### src/rtl/dot_product_sequencer.sv
// Control FSM that sequences one dot-product job: clear, load, rewind, compute, drain, done.
// Optional abort port enabled by defining DOTSEQ_ABORT_EN.
module dot_product_sequencer #(
  parameter int unsigned Addr_Width = 4,
  parameter int unsigned Ram_Depth  = 1 << Addr_Width,
  parameter int unsigned PE_Latency = 2
) (
  input  logic                  clk,
  input  logic                  reset,
  input  logic                  start,
  input  logic                  accumulate,
  input  logic [Addr_Width:0]   num_words,
  input  logic                  load_valid,
`ifdef DOTSEQ_ABORT_EN
  input  logic                  abort,
`endif
  output logic                  load_ready,
  output logic                  Mem_reset,
  output logic                  Comp_reset,
  output logic                  Mem_Index_reset,
  output logic                  PE_reset,
  output logic                  Computing,
  output logic                  load_from_file,
  output logic                  load_old_output,
  output logic                  busy,
  output logic                  done,
  output logic [2:0]            fsm_state
);

  localparam int unsigned CntW = Addr_Width + 1;
  localparam int unsigned DrW  = (PE_Latency > 1) ? $clog2(PE_Latency) : 1;
  localparam logic [CntW-1:0] MaxWords  = CntW'(Ram_Depth);
  localparam logic [DrW-1:0]  DrainLast = DrW'(PE_Latency - 1);

  typedef enum logic [2:0] {
    StIdle    = 3'd0,
    StClear   = 3'd1,
    StLoad    = 3'd2,
    StRewind  = 3'd3,
    StCompute = 3'd4,
    StDrain   = 3'd5,
    StDone    = 3'd6
  } state_e;

  state_e          state_q, state_d;
  logic [CntW-1:0] n_q, n_d;
  logic            acc_q, acc_d;
  logic [CntW-1:0] word_cnt_q, word_cnt_d;
  logic [CntW-1:0] step_cnt_q, step_cnt_d;
  logic [DrW-1:0]  drain_cnt_q, drain_cnt_d;
  logic            abort_hit;

  logic mem_reset_q, mem_reset_d;
  logic comp_reset_q, comp_reset_d;
  logic mem_index_reset_q, mem_index_reset_d;
  logic pe_reset_q, pe_reset_d;
  logic computing_q, computing_d;
  logic load_old_q, load_old_d;
  logic busy_q, busy_d;
  logic done_q, done_d;

  always_comb begin
    state_d     = state_q;
    n_d         = n_q;
    acc_d       = acc_q;
    word_cnt_d  = word_cnt_q;
    step_cnt_d  = step_cnt_q;
    drain_cnt_d = drain_cnt_q;
    abort_hit   = 1'b0;

    case (state_q)
      StIdle: begin
        if (start) begin
          if (num_words == '0) begin
            state_d = StDone;
          end else begin
            n_d     = (num_words > MaxWords) ? MaxWords : num_words;
            acc_d   = accumulate;
            state_d = StClear;
          end
        end
      end
      StClear: begin
        word_cnt_d  = '0;
        step_cnt_d  = '0;
        drain_cnt_d = '0;
        state_d     = StLoad;
      end
      StLoad: begin
        if (load_valid) begin
          word_cnt_d = word_cnt_q + CntW'(1);
          if (word_cnt_q + CntW'(1) == n_q) state_d = StRewind;
        end
      end
      StRewind: state_d = StCompute;
      StCompute: begin
        step_cnt_d = step_cnt_q + CntW'(1);
        if (step_cnt_q + CntW'(1) == n_q) state_d = StDrain;
      end
      StDrain: begin
        if (drain_cnt_q == DrainLast) begin
          drain_cnt_d = '0;
          state_d     = StDone;
        end else begin
          drain_cnt_d = drain_cnt_q + DrW'(1);
        end
      end
      StDone:  state_d = StIdle;
      default: state_d = StIdle;
    endcase

`ifdef DOTSEQ_ABORT_EN
    if (abort && (state_q != StIdle) && (state_q != StDone)) begin
      abort_hit = 1'b1;
      state_d   = StIdle;
    end
`endif
  end

  // Outputs are decoded from the state being entered so they line up with it cycle-for-cycle.
  always_comb begin
    mem_reset_d       = (state_d == StClear) && !acc_d;
    comp_reset_d      = (state_d == StClear) || (state_d == StRewind);
    mem_index_reset_d = (state_d == StClear) || (state_d == StRewind);
    pe_reset_d        = (state_d == StClear) || abort_hit;
    computing_d       = (state_d == StCompute) || (state_d == StDrain);
    load_old_d        = (state_d == StCompute) && acc_d;
    busy_d            = (state_d != StIdle);
    done_d            = (state_d == StDone);
  end

  always_ff @(posedge clk) begin
    if (reset) begin
      state_q           <= StIdle;
      n_q               <= '0;
      acc_q             <= 1'b0;
      word_cnt_q        <= '0;
      step_cnt_q        <= '0;
      drain_cnt_q       <= '0;
      mem_reset_q       <= 1'b0;
      comp_reset_q      <= 1'b0;
      mem_index_reset_q <= 1'b0;
      pe_reset_q        <= 1'b0;
      computing_q       <= 1'b0;
      load_old_q        <= 1'b0;
      busy_q            <= 1'b0;
      done_q            <= 1'b0;
    end else begin
      state_q           <= state_d;
      n_q               <= n_d;
      acc_q             <= acc_d;
      word_cnt_q        <= word_cnt_d;
      step_cnt_q        <= step_cnt_d;
      drain_cnt_q       <= drain_cnt_d;
      mem_reset_q       <= mem_reset_d;
      comp_reset_q      <= comp_reset_d;
      mem_index_reset_q <= mem_index_reset_d;
      pe_reset_q        <= pe_reset_d;
      computing_q       <= computing_d;
      load_old_q        <= load_old_d;
      busy_q            <= busy_d;
      done_q            <= done_d;
    end
  end

  // The handshake is the only path decoded combinationally from the current state.
  assign load_ready      = (state_q == StLoad);
  assign load_from_file  = (state_q == StLoad) && load_valid;

  assign Mem_reset       = mem_reset_q;
  assign Comp_reset      = comp_reset_q;
  assign Mem_Index_reset = mem_index_reset_q;
  assign PE_reset        = pe_reset_q;
  assign Computing       = computing_q;
  assign load_old_output = load_old_q;
  assign busy            = busy_q;
  assign done            = done_q;
  assign fsm_state       = state_q;

endmodule

### config.mk
export PLATFORM = sky130hd
export DESIGN_NAME = dot_product_sequencer
export DESIGN_NICKNAME = d
export VERILOG_FILES = /design/src/rtl/dot_product_sequencer.sv
export SDC_FILE = /design/constraint.sdc
export NUM_CORES = 1
export LEC_CHECK = 0
export ABC_CLOCK_PERIOD_IN_PS = 2500
export BUFFER_PORTS_ARGS = -buffer_cell sky130_fd_sc_hd__buf_4
export CAP_MARGIN = 25
export CORE_MARGIN = 1
export CORE_UTILIZATION = 58
export CTS_BUF_LIST = sky130_fd_sc_hd__clkbuf_8
export DETAILED_ROUTE_END_ITERATION = 8
export PLACE_DENSITY = 0.81
export SLEW_MARGIN = 20
export SYNTH_ARGS = -nofsm -noshare
export SYNTH_HDL_FRONTEND = slang
export SYNTH_SLANG_ARGS = --single-unit
### constraint.sdc
create_clock -name clk -period 2.5 [get_ports clk]
set_clock_uncertainty 0.15 [all_clocks]
set_input_delay 0.25 -clock clk [delete_from_list [all_inputs] [get_ports clk]]
set_output_delay 0.25 -clock clk [all_outputs]
set_load 0.1 [all_outputs]
==> impl_summary.txt, run 1 <==
----------------------------------------------------
[STA]
  Final Max Slew Viols ... 0
  Relative slew slack ... 59.2%
  Sum of negative setup slack ... 0 ns
  Worst-Margin Slew ... 0.597 ns
  Fmax ... 469 MHz
  Shortest clock period the worst path allows after layout ... 2.13 ns
  Setup-violating endpoint count in the final report ... 0
  RSZ-0062 raised after global routing ... no
  Final clock period utilization by the worst path ... 85.4%
  Number of failing hold endpoints at the final stage ... 0
  Smallest hold slack ... 0.102 ns
  Final critical-path setup slack ... 0.366 ns

[Route]
  # DRC ... 0
  Post-route ant nets ... 0
  Via count normalized by instance count ... 5.87
  Pre-Repair DR Iteration Count ... 4
  Drt first-iter violations ... 37
  Via total after detailed routing ... 1291
  Average wire length per cell after detail routing ... 13.8 µm
  Routed WL ... 3030 µm

[Yosys]
  Sequential area share after synthesis ... 37.0%
  Most common cell in the synthesized netlist ... sky130_fd_sc_hd__dfxtp_1
  Post-synth top flop ... sky130_fd_sc_hd__dfxtp_1
  Cell count after synthesis ... 177
  Yosys Warn Count ... 0
  Synthesized Nets ... between 150 and 200
  Asr flop ratio synth ... 0%
  Dominant cells by area after synthesis ... sky130_fd_sc_hd__dfxtp_1 (37%), sky130_fd_sc_hd__xnor2_1 (7.2%), sky130_fd_sc_hd__a21oi_1 (5.8%), sky130_fd_sc_hd__o21ai_0 (4.1%), sky130_fd_sc_hd__nand2_1 (4.1%)
  Commonest cells in the synthesized netlist ... sky130_fd_sc_hd__dfxtp_1 (27), sky130_fd_sc_hd__a21oi_1 (17), sky130_fd_sc_hd__nand2_1 (16)
  Post-Syn Area ... roughly 0.0015 mm²
  Post-synth EDFFs ... 0
  Number of different library cells in the post-synthesis netlist ... between 40 and 50
  Per-instance average area after synthesis ... between 8 and 9 µm²
  Yosys reg bits ... 27
  Portion of synthesized cell area occupied by the leading cell type ... between 30% and 40%
  Cell taking the most area after synthesis ... sky130_fd_sc_hd__dfxtp_1

[Worst setup path]
  Arrival @ worst endpoint ... 1.73 ns
  R2r endpoint ... Mem_reset$_SDFF_PP0_
  Worst-case reg-to-reg path depth ... 6
  Required time at the endpoint of the critical path ... 2.10 ns
  Crit path launch ... fsm_state[0]$_SDFF_PP0_
  Critical path launch point type ... flop
  Reg2reg setup slack ... ~0.4 ns
  Peak fanout along the critical path ... 24
  Crit Reg-Reg Startpoint ... fsm_state[2]$_SDFF_PP0_
  Category of the most critical setup path ... flop to output port
  Endpoint kind of the worst setup timing path ... output port
  Setup crit end ... load_from_file

[Clock tree]
  Sinks on the clock net ... 27
  Total of hold buffers inserted after clock tree synthesis ... 0
  Clock tree from TritonCTS ... built
  Total setup buffers inserted after CTS ... 0
  Deepest level of the CTS H-tree ... 1
  Longest Clk Path Bufs ... 2
  Clock edge transition at the registers on the reported setup and hold paths ... 0.10 ns
  Post-CTS Resized ... 0
  Worst-Skew Late Latency ... 0.27 ns
  Cts bufs inserted ... 3
  Root buf cell ... sky130_fd_sc_hd__clkbuf_8

[Floorplanning]
  Horizontal extent of the die ... ~52 µm
  Area of the die ... about 0.0027 mm²
  Floorplan die height ... 52.2 µm
  Standard-cell row count ... 17
  Count of pins on the block boundary ... 23
  Area inside the core boundary ... approximately 0.0023 mm²
  Starting density of the core ... 63.6%

[Global route]
  Maximum number of pins on one net before global-route repair ... 25
  Initial antenna violation count ... 0
  Met3 Usage GRT ... 4.06%
  First-pass GRT wire length ... between 5000 and 6000 µm
  Global route hottest layer ... met2
  Global Route met2 Usage ... 38.7%
  Met1 GRT Util ... 35.1%
  Gr usage total ... between 20% and 30%
  Overflow after GRT ... 0
  Number of global-route vias before repair ... approximately 1100

[Pwr]
  Proportion of power drawn by the clock network ... 22.6%
  Net switching component of the power ... about 0.00043 W
  Cell Int Power ... 0.000674 W
  Switching fraction of total power ... 39.1%
  Power per unit of standard cell area ... 663 mW/mm²
  Leakage dissipation ... 0.608 nW
  Worst IR Drop VDD ... 0.508 mV
  Sequential cell fraction of total power ... a little under half
  Part of the power in combinational logic ... 31.9%

[Final layout]
  # nets final ... 205
  Area of combinational cells with multiple inputs ... 857 µm²
  Fill cell instance count of the final layout ... approximately 170
  Synth-to-Final Area Change ... 14.3%
  Diode count ... 0
  Layout cell share with drive strength beyond 1 ... 19.8%
  Storage element area ... 544 µm²

[Place]
  Worst slack at placement ... 0.439 ns
  Global placer's final weighted congestion ... 0.780
  DPL Wire Length ... around 2200 µm
  Count of buffers from port buffering ... 22

[Run status]
  Status ... completed

[Min path]
  Hold Path Class ... input port to flop

[Flow run]
  Number of max-cap violations ... 0

----------------------------------------------------
==> how the worst min path moves through the flow <==
stage,from,slack (ns),endpoint,cells past startpoint
final,num_words[2],0.10,n_q[2]$_SDFFE_PP0P_,3
after global routing,num_words[3],0.11,n_q[3]$_SDFFE_PP0P_,3
after CTS,num_words[2],0.10,n_q[2]$_SDFFE_PP0P_,3
after detailed placement,drain_cnt_q$_SDFFE_PP0P_,0.31,drain_cnt_q$_SDFFE_PP0P_,2
after global placement,drain_cnt_q$_SDFFE_PP0P_,0.29,drain_cnt_q$_SDFFE_PP0P_,2
after floorplan,reset,0.18,fsm_state[2]$_SDFF_PP0_,1
==> registers in the layout, indices dropped and copies added, names as in the netlist <==
signal / count
Mem_Index_reset: 1
word_cnt_q: 5
busy: 1
Computing: 1
acc_q: 1
done: 1
fsm_state: 3
n_q: 5
drain_cnt_q: 1
Mem_reset: 1
PE_reset: 1
load_old_output: 1
step_cnt_q: 5
==> critical path, stage by stage (launching register included) <==
cell,delay (ns)
sky130_fd_sc_hd__dfxtp_2,0.46
sky130_fd_sc_hd__nor2_1,0.31
sky130_fd_sc_hd__nand3_1,0.23
sky130_fd_sc_hd__clkinvlp_4,0.17
sky130_fd_sc_hd__buf_4,0.29
==> power groups by stage <==
stage | sequential, W | clock (W) | combinational [W]
3_3_place_gp | 0.000511 | 0 | 0.000348
6_report | 0.000503 | 0.000251 | 0.000353
5_1_grt | 0.000508 | 0.000279 | 0.000377
4_1_cts | 0.000502 | 0.000259 | 0.000354
3_5_place_dp | 0.000513 | 0 | 0.000353
2_1_floorplan | 0.000597 | 0 | 0.000197
==> layout make-up <==
type                    count  area share [%]
flip-flops and latches     27            32.6
clock inverters             1           0.450
multi-input cells         135            51.3
repair buffers             22            9.90
clock buffers               3            2.47
inverters                   4            1.12
well taps                  28            2.10
==> logic make-up (layout without fill, tap and decap cells) <==
logic type / count (synthesis) / after routing / synth area share (%)
multiplexers: 1 / 1 / 0.686
buffers and inverters: 15 / 30 / 4.28
AND/OR/NAND/NOR: 68 / 68 / 25.6
AO/OA/AOI/OAI: 51 / 51 / 22.9
adder cells (fa/ha/maj): 2 / 2 / 1.71
XOR/XNOR: 13 / 13 / 7.80
flip-flops: 27 / 27 / 37.0
==> layer usage <==
metal	vias to the layer above	wire, µm
li1	661	-
met1	589	1420
met2	39	1430
met3	2	168
met4	0	16
met5	-	0
==> cells in the final DEF (no fill, tap or decap), types with 2 or more instances in the layout <==
| cell type | instances |
|---|---|
| sky130_fd_sc_hd__clkinvlp_4 | 2 |
| sky130_fd_sc_hd__nor2_1 | 12 |
| sky130_fd_sc_hd__nand2b_1 | 4 |
| sky130_fd_sc_hd__nand2_1 | 16 |
| sky130_fd_sc_hd__a21oi_1 | 17 |
| sky130_fd_sc_hd__o21bai_1 | 2 |
| sky130_fd_sc_hd__inv_1 | 3 |
| sky130_fd_sc_hd__a31oi_1 | 3 |
| sky130_fd_sc_hd__xnor2_1 | 12 |
| sky130_fd_sc_hd__nor3_1 | 6 |
| sky130_fd_sc_hd__o221ai_1 | 2 |
| sky130_fd_sc_hd__nand3_1 | 10 |
| sky130_fd_sc_hd__clkbuf_8 | 3 |
| sky130_fd_sc_hd__nand3b_1 | 2 |
| sky130_fd_sc_hd__dfxtp_2 | 3 |
| sky130_fd_sc_hd__and3_1 | 2 |
| sky130_fd_sc_hd__o21ai_0 | 12 |
| sky130_fd_sc_hd__o21a_1 | 2 |
| sky130_fd_sc_hd__nor3b_1 | 2 |
| sky130_fd_sc_hd__dfxtp_1 | 24 |
| sky130_fd_sc_hd__ha_1 | 2 |
| sky130_fd_sc_hd__and2_1 | 4 |
| sky130_fd_sc_hd__nor2b_1 | 4 |
| sky130_fd_sc_hd__buf_4 | 22 |
==> stage by stage <==
stage	total power, W	utilization [%]	area, µm²	std cells
3_5_place_dp	0.000866	70.5	1620	216
5_1_grt	0.00116	72.7	1670	220
3_3_place_gp	0.000859	70.5	1620	216
4_1_cts	0.00112	72.7	1670	220
2_1_floorplan	0.000794	-	1470	177
6_report	0.00111	72.7	1670	220
Power figures use the tool's default switching activity.
==> run 2, diff against run 1 <==
--- a/config.mk
+++ b/config.mk
@@ -5,10 +5,10 @@
 export SDC_FILE = /design/constraint.sdc
 export NUM_CORES = 1
 export LEC_CHECK = 0
-export ABC_CLOCK_PERIOD_IN_PS = 2500
+export ABC_CLOCK_PERIOD_IN_PS = 2140
 export BUFFER_PORTS_ARGS = -buffer_cell sky130_fd_sc_hd__buf_4
 export CAP_MARGIN = 25
-export CORE_MARGIN = 1
+export CORE_MARGIN = 5
 export CORE_UTILIZATION = 58
 export CTS_BUF_LIST = sky130_fd_sc_hd__clkbuf_8
 export DETAILED_ROUTE_END_ITERATION = 8
==> constraint.sdc (replaced) <==
create_clock -name clk -period 2.14 [get_ports clk]
set_clock_uncertainty 0.15 [all_clocks]
set_input_delay 0.214 -clock clk [delete_from_list [all_inputs] [get_ports clk]]
set_output_delay 0.214 -clock clk [all_outputs]
set_load 0.1 [all_outputs]
==> impl_summary.txt, run 2 (synthesized netlist as in run 1, its figures left out) <==
----------------------------------------------------
[Run status]
  Status ... completed (unchanged)

[Place]
  Placed Cells incl. Taps ... 220 (was 216)
  Global placer's final weighted congestion ... 0.800 (was 0.780)
  Worst slack at placement ... 0.144 ns (was 0.439 ns)
  Count of buffers from port buffering ... 22 (unchanged)
  DPL Wire Length ... 2410 µm (was 2170 µm)

[Worst setup path]
  Category of the most critical setup path ... flop to flop (was flop to output port)
  Endpoint kind of the worst setup timing path ... flop (was output port)
  Peak fanout along the critical path ... 6 (was 24)
  R2r endpoint ... Mem_reset$_SDFF_PP0_ (unchanged)
  Crit Reg-Reg Startpoint ... step_cnt_q[0]$_SDFFE_PP0P_ (was fsm_state[2]$_SDFF_PP0_)
  Largest delay share family, worst path ... compound AO/OA/AOI/OAI gates (was simple AND/OR/NAND/NOR gates)
  Worst-case reg-to-reg path depth ... 6 (unchanged)
  Critical path launch point type ... flop (unchanged)
  Arrival @ worst endpoint ... 2.02 ns (was 1.73 ns)
  Maximum cell stage delay along the critical path ... 0.43 ns (was 0.46 ns)
  Required time at the endpoint of the critical path ... 2.21 ns (was 2.10 ns)
  Crit path buf inv count ... 0 (was 2)
  Critical-path cell list ... ha_2 -> nand3_1 -> o311a_1 -> a32o_2 -> o21ai_2 -> and4_1 (was nor2_1 -> nand3_1 -> clkinvlp_4 -> buf_4)
  Reg2reg setup slack ... 0.18 ns (was 0.41 ns)
  Highest-delay cell along the critical path ... sky130_fd_sc_hd__dfxtp_1 (was sky130_fd_sc_hd__dfxtp_2)

[Pwr]
  Leakage dissipation ... 0.618 nW (was 0.608 nW)
  Power per unit of standard cell area ... 770 mW/mm² (was 663 mW/mm²)
  Worst IR Drop VDD ... 0.836 mV (was 0.508 mV)

[Min path]
  Sink of the worst hold path ... n_q[2]$_SDFFE_PP0P_ (unchanged)
  Worst hold start ... num_words[2] (unchanged)
  Hold Path Class ... input port to flop (unchanged)
  Cell count of the worst hold path ... 3 (unchanged)

[STA]
  Sum of negative setup slack ... 0 ns (unchanged)
  Final Max Slew Viols ... 0 (unchanged)
  Setup-violating endpoint count in the final report ... 0 (unchanged)
  RSZ-0062 raised after global routing ... no (unchanged)
  Worst-Margin Slew ... 0.728 ns (was 0.597 ns)
  Number of failing hold endpoints at the final stage ... 0 (unchanged)
  Final critical-path setup slack ... 0.184 ns (was 0.366 ns)
  Final clock period utilization by the worst path ... 91.4%
  Relative slew slack ... 50.2% (was 59.2%)
  Shortest clock period the worst path allows after layout ... 1.96 ns
  Fmax ... just over 500 MHz

[Global route]
  Initial antenna violation count ... 0 (unchanged)
  Gr usage total ... 20.7% (was 25.4%)
  Number of global-route vias before repair ... 1270 (was 1125)
  Maximum number of pins on one net before global-route repair ... 25 (unchanged)
  First-pass GRT wire length ... 5720 µm (was 5100 µm)
  Overflow after GRT ... 0 (unchanged)

[Floorplanning]
  Count of pins on the block boundary ... 23 (unchanged)
  Standard-cell row count ... 18 (was 17)
  Starting density of the core ... 60.0% (was 63.6%)
  Floorplan die height ... 60.2 µm (was 52.2 µm)
  Area of the die ... 0.00362 mm² (was 0.00272 mm²)
  Horizontal extent of the die ... 60.2 µm (was 52.2 µm)
  Area inside the core boundary ... 0.00243 mm² (was 0.00230 mm²)

[Final layout]
  # nets final ... 207 (was 205)
  Leading cell types in the layout, fill and taps excluded ... sky130_fd_sc_hd__dfxtp_1 (24), sky130_fd_sc_hd__buf_4 (24), sky130_fd_sc_hd__a21oi_1 (17) (was sky130_fd_sc_hd__dfxtp_1 (24), sky130_fd_sc_hd__buf_4 (22), sky130_fd_sc_hd__a21oi_1 (17))
  Synth-to-Final Area Change ... 16.8% (was 14.3%)
  Number of standard cells in the final layout excluding fillers ... 224 (was 220)
  Layout cell share with drive strength beyond 1 ... 22.7% (was 19.8%)
  Fin util ... 70.1% (was 72.7%)
  Largest regs ... n_q (5), step_cnt_q (5), word_cnt_q (5) (unchanged)
  Diode count ... 0 (unchanged)

[Route]
  # DRC ... 0 (unchanged)
  Drt first-iter violations ... 65 (was 37)
  Routed WL ... 3320 µm (was 3030 µm)
  Via count normalized by instance count ... 5.96 (was 5.87)
  Pre-Repair DR Iteration Count ... 4 (unchanged)
  Via total after detailed routing ... 1336 (was 1291)
  Post-route ant nets ... 0 (unchanged)
  Average wire length per cell after detail routing ... 14.8 µm (was 13.8 µm)

[Clock tree]
  Worst-Skew Late Latency ... 0.27 ns (about the same)
  Clock tree from TritonCTS ... built (unchanged)
  Clock edge transition at the registers on the reported setup and hold paths ... 0.10 ns (about the same)
  Sinks on the clock net ... 27 (unchanged)
  Cts bufs inserted ... 3 (unchanged)
  Root buf cell ... sky130_fd_sc_hd__clkbuf_8 (unchanged)
  Total of hold buffers inserted after clock tree synthesis ... 0 (unchanged)
  Deepest level of the CTS H-tree ... 1 (unchanged)
  Longest Clk Path Bufs ... 2 (unchanged)

[Flow run]
  Number of max-cap violations ... 0 (unchanged)

----------------------------------------------------
[run 2: cell types whose count changed in the layout (fill, tap and decap cells not counted), sizes merged]
cell,delta
buf,+2
[run 2: repair_timing]
| action | in CTS | in global routing |
|---|---|---|
| hold endpoints to repair | 0 | 0 |
| gates resized for setup | 0 | 1 |
| endpoints found under the setup margin | 0 | 1 |
| setup buffers | 0 | 0 |
[run 2: how the worst max path moves through the flow]
stage | depth (start not counted) | from | endpoint | slack, ns
after floorplan | 7 | fsm_state[2]$_SDFF_PP0_ | Mem_reset$_SDFF_PP0_ | 0.0003
after global placement | 7 | num_words[0] | Mem_reset$_SDFF_PP0_ | 0.19
after detailed placement | 7 | num_words[0] | Mem_reset$_SDFF_PP0_ | 0.14
after CTS | 6 | step_cnt_q[0]$_SDFFE_PP0P_ | Mem_reset$_SDFF_PP0_ | 0.16
after global routing | 6 | step_cnt_q[0]$_SDFFE_PP0P_ | Mem_reset$_SDFF_PP0_ | 0.05
final | 6 | step_cnt_q[0]$_SDFFE_PP0P_ | Mem_reset$_SDFF_PP0_ | 0.18
[run 2: worst register-to-register path, stage by stage, from the launching register on]
cell and delay, ns:
sky130_fd_sc_hd__dfxtp_1 0.43, sky130_fd_sc_hd__ha_2 0.27, sky130_fd_sc_hd__nand3_1 0.14, sky130_fd_sc_hd__o311a_1 0.35, sky130_fd_sc_hd__a32o_2 0.23, sky130_fd_sc_hd__o21ai_2 0.10
sky130_fd_sc_hd__and4_1 0.23
[run 2: layout make-up]
cell class,count,area [µm²]
tap,30,37.5
multi-input combinational,135,868
sequential,27,552
fill,197,727
inverter,4,18.8
timing repair buffer,24,180
clock inverter,1,7.51
clock buffer,3,41.3
[run 2: routing by layer]
layer | GRT usage (%) | wire, µm | part of all wire, % | vias to the layer above
met5 | 0 | 0 | 0 | -
li1 | - | - | - | 662
met3 | 3.02 | 184 | 5.5 | 4
met4 | 6.33 | 22 | 0.66 | 0
met2 | 33.6 | 1600 | 48 | 39
met1 | 28.1 | 1510 | 46 | 631
[run 2: per-stage QoR]
step / hold WS (ns) / cell area [µm²] / power, W
global route: 0.0778 / 1710 / 0.00137
finish: 0.0693 / 1710 / 0.00131
CTS: 0.0709 / 1700 / 0.00132
detailed placement: 0.312 / 1650 / 0.00102
global placement: 0.294 / 1650 / 0.00102
floorplan: 0.141 / 1490 / 0.000932
[run 2: where the power goes]
part	total, W	leakage, nW	internal [W]	switching [W]
combinational	0.000425	0.375	0.000130	0.000295
sequential	0.000590	0.221	0.000532	0.0000575
clock	0.000299	0.0217	0.000132	0.000167
total	0.00131	0.618	0.000794	0.000519
==> run 3, diff against run 2 <==
--- a/config.mk
+++ b/config.mk
@@ -6,12 +6,13 @@
 export NUM_CORES = 1
 export LEC_CHECK = 0
 export ABC_CLOCK_PERIOD_IN_PS = 2140
-export BUFFER_PORTS_ARGS = -buffer_cell sky130_fd_sc_hd__buf_4
+export BUFFER_PORTS_ARGS = -buffer_cell sky130_fd_sc_hd__buf_2
 export CAP_MARGIN = 25
 export CORE_MARGIN = 5
 export CORE_UTILIZATION = 58
 export CTS_BUF_LIST = sky130_fd_sc_hd__clkbuf_8
 export DETAILED_ROUTE_END_ITERATION = 8
+export HOLD_SLACK_MARGIN = 0.08
 export PLACE_DENSITY = 0.81
 export SLEW_MARGIN = 20
 export SYNTH_ARGS = -nofsm -noshare
==> impl_summary.txt, run 3 (synthesized netlist as in run 1, its figures left out) <==
----------------------------------------------------
[Min path]
  Cell count of the worst hold path ... 3 (unchanged)
  Sink of the worst hold path ... fsm_state[2]$_SDFF_PP0_ (was n_q[2]$_SDFFE_PP0P_)
  Worst hold start ... start (was num_words[2])
  Hold Path Class ... input port to flop (unchanged)

[Pwr]
  Net switching component of the power ... 0.000520 W (was 0.000519 W)
  Sequential cell fraction of total power ... 45.5% (was 44.9%)
  Part of the power in combinational logic ... 31.8% (was 32.3%)
  Power, Total ... 0.00130 W (was 0.00131 W)
  Switching fraction of total power ... 40.1% (was 39.5%)
  Cell Int Power ... 0.000778 W (was 0.000795 W)
  Proportion of power drawn by the clock network ... 22.7% (was 22.8%)
  Worst IR Drop VDD ... 0.629 mV (was 0.836 mV)
  Power per unit of standard cell area ... 772 mW/mm² (was 770 mW/mm²)
  Leakage dissipation ... 0.625 nW (was 0.618 nW)

[Route]
  # DRC ... 0 (unchanged)
  Routed WL ... 3440 µm (was 3320 µm)
  Post-route ant nets ... 0 (unchanged)
  Pre-Repair DR Iteration Count ... 4 (unchanged)
  Via count normalized by instance count ... 5.94 (was 5.96)
  Average wire length per cell after detail routing ... 15.1 µm (was 14.8 µm)
  Via total after detailed routing ... 1349 (was 1336)
  Drt first-iter violations ... 98 (was 65)

[Place]
  Global placer's final weighted congestion ... 0.877 (was 0.800)
  Count of buffers from port buffering ... 22 (unchanged)
  DPL Wire Length ... 2440 µm (was 2410 µm)
  Area post-placement ... 0.00159 mm² (was 0.00165 mm²)

[Worst setup path]
  Critical-path cell list ... nor2_2 -> nand3_2 -> clkinvlp_4 -> buf_2 (was ha_2 -> nand3_1 -> o311a_1 -> a32o_2 -> o21ai_2 -> and4_1)
  Worst-case reg-to-reg path depth ... 6 (unchanged)
  Largest delay share family, worst path ... buffers and inverters (was compound AO/OA/AOI/OAI gates)
  Critical path launch point type ... flop (unchanged)
  Arrival @ worst endpoint ... 1.69 ns (was 2.02 ns)
  Peak fanout along the critical path ... 21 (was 6)
  Required time at the endpoint of the critical path ... 1.78 ns (was 2.21 ns)
  Maximum cell stage delay along the critical path ... 0.43 ns (about the same)
  Crit Reg-Reg Startpoint ... step_cnt_q[0]$_SDFFE_PP0P_ (unchanged)
  Endpoint kind of the worst setup timing path ... output port (was flop)
  R2r endpoint ... Mem_reset$_SDFF_PP0_ (unchanged)
  Reg2reg setup slack ... 0.12 ns (was 0.18 ns)
  Crit path buf inv count ... 2 (was 0)
  Category of the most critical setup path ... flop to output port (was flop to flop)
  Highest-delay cell along the critical path ... sky130_fd_sc_hd__dfxtp_4 (was sky130_fd_sc_hd__dfxtp_1)

[Floorplanning]
  Horizontal extent of the die ... 60.2 µm (unchanged)
  Floorplan die height ... 60.2 µm (unchanged)
  Starting density of the core ... 60.0% (unchanged)
  Count of pins on the block boundary ... 23 (unchanged)
  Area of the die ... 0.00362 mm² (unchanged)
  Area inside the core boundary ... 0.00243 mm² (unchanged)
  Standard-cell row count ... 18 (unchanged)

[STA]
  Relative slew slack ... 58.5% (was 50.2%)
  Final Max Slew Viols ... 0 (unchanged)
  Worst-Margin Slew ... 0.607 ns (was 0.728 ns)
  Final clock period utilization by the worst path ... 95.8% (was 91.4%)
  Shortest clock period the worst path allows after layout ... 2.05 ns (was 1.96 ns)
  RSZ-0062 raised after global routing ... no (unchanged)
  Setup-violating endpoint count in the final report ... 0 (unchanged)
  Sum of negative setup slack ... 0 ns (unchanged)
  Fmax ... 488 MHz (was 511 MHz)
  Smallest hold slack ... 0.131 ns (was 0.0693 ns)
  Number of failing hold endpoints at the final stage ... 0 (unchanged)

[Clock tree]
  Clock edge transition at the registers on the reported setup and hold paths ... 0.09 ns (was 0.10 ns)
  Deepest level of the CTS H-tree ... 1 (unchanged)
  Sinks on the clock net ... 27 (unchanged)
  Longest Clk Path Bufs ... 2 (unchanged)
  Root buf cell ... sky130_fd_sc_hd__clkbuf_8 (unchanged)
  Worst-Skew Late Latency ... 0.28 ns (was 0.27 ns)
  Total setup buffers inserted after CTS ... 0 (unchanged)
  Clock tree from TritonCTS ... built (unchanged)
  Cts bufs inserted ... 3 (unchanged)

[Final layout]
  Fin util ... 69.1% (was 70.1%)
  Synth-to-Final Area Change ... 15.1% (was 16.8%)
  Largest regs ... n_q (5), step_cnt_q (5), word_cnt_q (5) (unchanged)
  # nets final ... 210 (was 207)
  Final standard cell area without fillers ... 0.00168 mm² (was 0.00171 mm²)
  Area of combinational cells with multiple inputs ... 868 µm² (unchanged)
  Layout cell share with drive strength beyond 1 ... 21.8% (was 22.7%)
  Diode count ... 0 (unchanged)
  Leading cell types in the layout, fill and taps excluded ... sky130_fd_sc_hd__dfxtp_1 (24), sky130_fd_sc_hd__buf_2 (22), sky130_fd_sc_hd__a21oi_1 (17) (was sky130_fd_sc_hd__dfxtp_1 (24), sky130_fd_sc_hd__buf_4 (24), sky130_fd_sc_hd__a21oi_1 (17))
  Most common library cell in the layout ignoring fill and taps ... sky130_fd_sc_hd__dfxtp_1
  Storage element area ... 552 µm² (unchanged)
  Fill cell instance count of the final layout ... 202 (was 197)

[Global route]
  Gr usage total ... 20.6% (was 20.7%)
  Overflow after GRT ... 0 (unchanged)
  Initial antenna violation count ... 0 (unchanged)
  First-pass GRT wire length ... 5640 µm (was 5720 µm)
  Number of global-route vias before repair ... 1208 (was 1270)
  Maximum number of pins on one net before global-route repair ... 25 (unchanged)

[Run status]
  Status ... completed (unchanged)

[Flow run]
  Number of max-cap violations ... 0 (unchanged)

----------------------------------------------------
[run 3: cell count changes in the layout (fill, tap and decap cells not counted)]
cell	delta
sky130_fd_sc_hd__clkinvlp_4	-1
sky130_fd_sc_hd__buf_4	-23
sky130_fd_sc_hd__clkinv_2	+1
sky130_fd_sc_hd__dlygate4sd3_1	+4
sky130_fd_sc_hd__buf_2	+22
[run 3: worst max-delay path by stage]
stage	from	to	slack (ns)	depth (start not counted)
after detailed placement	num_words[0]	Mem_reset$_SDFF_PP0_	0.10	7
after global placement	num_words[0]	Mem_reset$_SDFF_PP0_	0.19	7
after CTS	fsm_state[2]$_SDFF_PP0_	load_from_file	0.09	4
final	fsm_state[2]$_SDFF_PP0_	load_from_file	0.09	4
after floorplan	fsm_state[2]$_SDFF_PP0_	Mem_reset$_SDFF_PP0_	0.0003	7
after global routing	fsm_state[2]$_SDFF_PP0_	load_from_file	0.03	4
[run 3: timing repair]
item	in CTS	in global routing
hold endpoints to repair	4	0
gates resized for setup	0	1
endpoints found under the setup margin	0	1
hold buffers	4	0
[run 3: stage by stage]
stage	setup slack, ns	std cells
2_1_floorplan	0.000342	177
3_3_place_gp	0.192	219
3_5_place_dp	0.104	219
4_1_cts	0.0882	227
5_1_grt	0.0260	227
6_report	0.0906	227
[run 3: layout make-up]
class	instances	share of cell area, %
clock buffers	3	2.46
flip-flops and latches	27	32.8
multi-input cells	135	51.7
inverters	4	1.12
clock inverters	1	0.298
well taps	30	2.23
repair buffers	27	9.38
[run 3: layer usage]
| metal | track usage, % | up-vias | share of wire [%] | wire (µm) |
|---|---|---|---|---|
| met4 | 9.81 | 0 | 2.3 | 80 |
| met3 | 2.81 | 9 | 5.6 | 194 |
| met5 | 0 | - | 0 | 0 |
| li1 | - | 667 | - | - |
| met1 | 27.4 | 622 | 43 | 1460 |
| met2 | 32.6 | 51 | 49 | 1700 |
[run 3: power groups by stage]
| stage | Sequential, W | Combinational (W) | Clock, W |
|---|---|---|---|
| floorplan | 0.000698 | 0.000234 | 0 |
| global placement | 0.000599 | 0.000395 | 0 |
| detailed placement | 0.000602 | 0.000404 | 0 |
| CTS | 0.000590 | 0.000410 | 0.000305 |
| global route | 0.000598 | 0.000435 | 0.000321 |
| finish | 0.000590 | 0.000413 | 0.000294 |
[run 3: worst reg2reg max path: stages, from the launching register on]
cell	delay, ns
sky130_fd_sc_hd__dfxtp_1	0.44
sky130_fd_sc_hd__ha_2	0.28
sky130_fd_sc_hd__nand3_1	0.15
sky130_fd_sc_hd__o311a_1	0.38
sky130_fd_sc_hd__a32o_2	0.24
sky130_fd_sc_hd__o21ai_2	0.11
sky130_fd_sc_hd__and4_1	0.23
